`config.mk`:
```
export PLATFORM = sky130hd
export DESIGN_NAME = bram_readback_serializer
export DESIGN_NICKNAME = d
export VERILOG_FILES = /design/src/rtl/bram_readback_serializer.sv
export SDC_FILE = /design/constraint.sdc
export NUM_CORES = 1
export LEC_CHECK = 0
export CAP_MARGIN = 20
export CORE_MARGIN = 2
export CORE_UTILIZATION = 40
export CTS_BUF_LIST = sky130_fd_sc_hd__clkbuf_8
export DETAILED_ROUTE_END_ITERATION = 8
export HOLD_SLACK_MARGIN = 0.06
export PLACE_DENSITY = 0.7
export SLEW_MARGIN = 20
export SYNTH_ARGS = -nofsm -noshare
export SYNTH_HDL_FRONTEND = slang
export SYNTH_SLANG_ARGS = --single-unit
```
`constraint.sdc`:
```
create_clock -name clk -period 5.3 [get_ports clk]
set_clock_uncertainty 0.2 [all_clocks]
set_input_delay 1.06 -clock clk [delete_from_list [all_inputs] [get_ports clk]]
set_output_delay 1.06 -clock clk [all_outputs]
set_load 0.01 [all_outputs]
```
`src/rtl/bram_readback_serializer.sv`:
```
// Sweeps a range of BRAM addresses, captures each wide read word and streams it
// out one DWIDTH-bit element at a time over valid/ready, with a running 16-bit checksum.
module bram_readback_serializer #(
  parameter int DWIDTH             = 8,
  parameter int DESIGN_SIZE        = 32,
  parameter int AWIDTH             = 10,
  parameter int MEM_ACCESS_LATENCY = 1
) (
  input  logic                          clk,
  input  logic                          resetn,
  input  logic                          start,
  input  logic [AWIDTH-1:0]             base_addr,
  input  logic [AWIDTH:0]               num_words,
  output logic [AWIDTH-1:0]             bram_addr,
  input  logic [DESIGN_SIZE*DWIDTH-1:0] bram_rdata,
  output logic [DWIDTH-1:0]             out_data,
  output logic                          out_valid,
  input  logic                          out_ready,
  output logic                          out_last,
  output logic                          busy,
  output logic                          done,
  output logic [15:0]                   checksum
);

  localparam int WW = DESIGN_SIZE * DWIDTH;
  localparam int BW = (DESIGN_SIZE > 1) ? $clog2(DESIGN_SIZE) : 1;
  localparam int LW = (MEM_ACCESS_LATENCY > 1) ? $clog2(MEM_ACCESS_LATENCY) : 1;
  localparam logic [AWIDTH:0] WORD_ONE  = (AWIDTH+1)'(1);
  localparam logic [BW-1:0]   BYTE_LAST = BW'(DESIGN_SIZE - 1);
  localparam logic [LW-1:0]   LAT_LAST  = LW'(MEM_ACCESS_LATENCY - 1);

  typedef enum logic [2:0] {
    S_IDLE,
    S_ADDR,
    S_WAIT,
    S_CAPTURE,
    S_SEND,
    S_FIN
  } state_t;

  state_t            state, state_nxt;
  logic [AWIDTH-1:0] base_q;
  logic [AWIDTH:0]   num_q;
  logic [AWIDTH:0]   word_idx;
  logic [BW-1:0]     byte_idx;
  logic [LW-1:0]     lat_cnt;
  logic [WW-1:0]     word_q;
  logic [DWIDTH-1:0] word_bytes [DESIGN_SIZE];

  logic accept;
  logic beat;
  logic last_byte;
  logic last_word;
  logic lat_done;

  always_comb begin
    for (int unsigned i = 0; i < DESIGN_SIZE; i++) begin
      word_bytes[i] = word_q[i*DWIDTH +: DWIDTH];
    end
  end

  always_comb begin
    accept    = 1'b0;
    beat      = 1'b0;
    last_byte = (byte_idx == BYTE_LAST);
    last_word = ((word_idx + WORD_ONE) == num_q);
    lat_done  = (lat_cnt == LAT_LAST);
    state_nxt = state;
    out_valid = 1'b0;
    out_last  = 1'b0;
    busy      = 1'b0;
    done      = 1'b0;
    out_data  = word_bytes[byte_idx];

    case (state)
      S_IDLE: begin
        if (start) begin
          if (num_words != '0) begin
            accept    = 1'b1;
            state_nxt = S_ADDR;
          end else begin
            state_nxt = S_FIN;
          end
        end
      end
      S_ADDR: begin
        busy      = 1'b1;
        state_nxt = S_WAIT;
      end
      S_WAIT: begin
        busy = 1'b1;
        if (lat_done) state_nxt = S_CAPTURE;
      end
      S_CAPTURE: begin
        busy      = 1'b1;
        state_nxt = S_SEND;
      end
      S_SEND: begin
        busy      = 1'b1;
        out_valid = 1'b1;
        out_last  = last_byte && last_word;
        beat      = out_ready;
        if (out_ready && last_byte) state_nxt = last_word ? S_FIN : S_ADDR;
      end
      S_FIN: begin
        done      = 1'b1;
        state_nxt = S_IDLE;
      end
      default: state_nxt = S_IDLE;
    endcase
  end

  always_ff @(posedge clk) begin
    if (!resetn) begin
      state     <= S_IDLE;
      base_q    <= '0;
      num_q     <= '0;
      word_idx  <= '0;
      byte_idx  <= '0;
      lat_cnt   <= '0;
      word_q    <= '0;
      bram_addr <= '0;
      checksum  <= '0;
    end else begin
      state <= state_nxt;
      if (accept) begin
        base_q   <= base_addr;
        num_q    <= num_words;
        word_idx <= '0;
        checksum <= '0;
      end
      case (state)
        S_ADDR: begin
          // Address arithmetic is modulo 2^AWIDTH so a sweep past the top wraps to 0.
          bram_addr <= base_q + word_idx[AWIDTH-1:0];
          lat_cnt   <= '0;
        end
        S_WAIT: begin
          lat_cnt <= lat_cnt + LW'(1);
        end
        S_CAPTURE: begin
          word_q   <= bram_rdata;
          byte_idx <= '0;
        end
        S_SEND: begin
          if (beat) begin
            checksum <= checksum + 16'(out_data);
            byte_idx <= byte_idx + BW'(1);
            if (last_byte) word_idx <= word_idx + WORD_ONE;
          end
        end
        default: ;
      endcase
    end
  end

endmodule

```
==> results.ini <==
[placement]
io_buffers=318
gp_congestion=0.9261
place_area_mm2=0.01803
hpwl_mm=35.61

[global_routing]
grtUsageTotal_pct=24.38
grt_start_max_net_pins=220
grt_pass1_vias=12930
overflow=0
grt_pass1_wl_mm=72.79
antenna_found_initial=0

[timing]
setup_viol=0
min_period_over_period_pct=90.33
hold_viol=0
fmax_mhz=208.9
tns_ns=0
slew_headroom_pct=34.98
grt_setup_unrepaired=no
fin_crit_ns=4.788
maxSlewViolCount=0
tightest_slew_ns=0.9754

[route]
vias_per_cell=5.388
drc=0
drtPass1Iterations=5
avgRoutedWirePerCell_um=19.30
vias=13260
drt_iter0_drc=1124
drtAntennaViolNets=0
wl_mm=47.49

[min_path]
hp-class=flip-flop to flip-flop

[critical_path]
cp_top_family=multiplexers
worst_setup_path_end_kind=output port
critPathMaxFanout=24
arrival_ns=3.53
crit_slowest_cell=dfxtp_4
worstSetupPathType=flip-flop to output port
cp.required_ns=4.04
slowest_delay_ns=0.63
path_cells=buf_4, mux4_2, mux4_2, mux2_2, clkdlybuf4s50_1
crit_path_start_kind=flip-flop
path_common_cell=mux4_2
crit_buf_inv=2

[synthesis]
synth.avg_cell_area_um2=8.586
yosysTopAreaCell=dfxtp_1
yosysTopAreaCellShare_pct=44.27
ys_top_cells_by_area=dfxtp_1 (44%), nand2_1 (15%), mux4_2 (12%)
ys_seq_elements=323
yosysWarnings=0
ys_seq_area_share_pct=44.27
ys_async_sr_fraction_pct=0
syn_area_mm2=0.01461
synth_edf_count=0
synthFlopType=dfxtp_1
synth_cell_types=59
synthCells=1701
synth_nets=2004

[floorplanning]
die_x_um=195.1
core_area_mm2=0.03574
die-area_mm2=0.03806
die_h_um=195.1
io_pins=319
num_rows=69
start_util_pct=40.86

[clock_tree]
clockBufferDepth=3
cts_resized=0
clkLatencyLatePin_ns=0.59
postCtsSetupRepairBufs=0
root_buffer=clkbuf_8
tritoncts=yes
cts_hold_buffers=0
cts_made_buffers=53
htreeDepth=2
clk_transition_reported_paths_ns=0.06
cts_sinks=323

[cells_and_area]
antennaDiodeCount=0
drive_gt1_share_pct=9.250
fin_nets=2263
area_delta_synth_final_pct=30.75
finalInstanceArea_mm2=0.01910

[run]
maxCapViolations=0

[power]
ir_worst_vdd_v=0.0001831
power.density_mw_per_mm2=287.9
leakagePower_nw=6.557

[status]
outcome=complete, no violations

[registers in the layout, indices dropped and copies added, names as in the netlist]
signal and flops:
byte_idx 5, word_idx 11, word_q 256, base_q 10, checksum 16, bram_addr 10
num_q 11, state 3, lat_cnt 1
[logic make-up after synthesis]
kind of cell,count (synthesis),share of synthesized area [%]
simple gates,708,19.91
compound gates,378,14.52
flops,323,44.27
buf+inv,143,3.915
mux,100,13.78
xor+xnor,27,1.619
fa+ha+maj,22,1.988
[cells in the final DEF, fill, tap and decap left out, types with 14 or more instances in the layout]
master,n
nand2_1,578
a21oi_1,263
clkdlybuf4s50_1,317
ha_1,20
dfxtp_1,321
inv_1,33
o21ai_0,21
nand3_1,16
nor2_1,31
mux4_2,80
and2_1,17
a21boi_1,30
clkbuf_8,66
xor2_1,14
[path summary, 6_finish.rpt]
check,from,end,slack (ns),cells past startpoint
min,word_q[124],word_q[124],0.25,2
max,byte_idx[0],out_data[4],0.51,5
min reg2reg,word_q[124],word_q[124],0.25,2
max reg2reg,byte_idx[0],checksum[15],0.86,10
[metrics by stage]
step | total power [mW] | std cells | hold WS [ns] | setup WS (ns) | utilization [%]
6_report | 5.498 | 2461 | 0.2514 | 0.5125 | 53.43
5_1_grt | 5.732 | 2461 | 0.2745 | 0.3036 | 53.43
4_1_cts | 5.535 | 2461 | 0.2525 | 0.4310 | 53.43
3_5_place_dp | 3.393 | 2366 | 0.2440 | 0.9221 | 50.44
3_3_place_gp | 3.382 | 2366 | 0.2400 | 1.007 | 50.44
2_1_floorplan | 3.017 | 1701 | 0.2319 | 1.258 | -
[worst reg2reg max path, stage by stage, from the launching register on]
cell	delay (ns)
dfxtp_4	0.63
buf_4	0.41
mux4_2	0.58
mux4_2	0.51
mux2_2	0.32
ha_1	0.37
nand2_1	0.09
o211ai_1	0.28
a31oi_1	0.29
or4_1	0.53
a21oi_1	0.15
[area by class of cell]
type,instances,area [µm²]
fillers,3292,16640
multi-input cells,1235,7590
flip-flops and latches,323,6474
repair buffers,334,3336
clock buffers,66,908.4
well taps,461,576.8
clock inverters,29,158.9
inverters,13,53.80
[where the power goes]
part	switching [mW]	internal (mW)	leakage (nW)
logic	0.351	0.366	3.31
registers	0.0912	2.54	2.61
clock network	0.981	1.17	0.632
total	1.42	4.07	6.56
[per-layer routing]
metal  part of all wire, %  routed length, µm  track usage [%]  vias up
met3                   6.8               3209            3.541       82
met2                    47              22450            40.69      529
met5                     0                  0                0        -
li1                      -                  -                -     6356
met1                    43              20280            32.26     6294
met4                   3.3               1553            8.736        0
[Yosys cell counts (all sizes together), types with 3 or more instances]
master and count:
nand4 7, buf 13, o2111ai 4, a21oi 263, nand2b 8, a211oi 3, or3 6, o31ai 5
nor2b 12, and3 9, or4 3, nor2 31, o22ai 7, nand3b 5, clkbuf 117, nor3b 3
mux4 80, xnor2 13, dfxtp 323, and2 17, o21ai 32, a21boi 35, nor3 7, nand2 578
o211ai 6, xor2 14, inv 13, mux2i 12, a311oi 4, ha 20, nand3 16, mux2 8
Note: power is estimated with default switching activity, not from simulation.
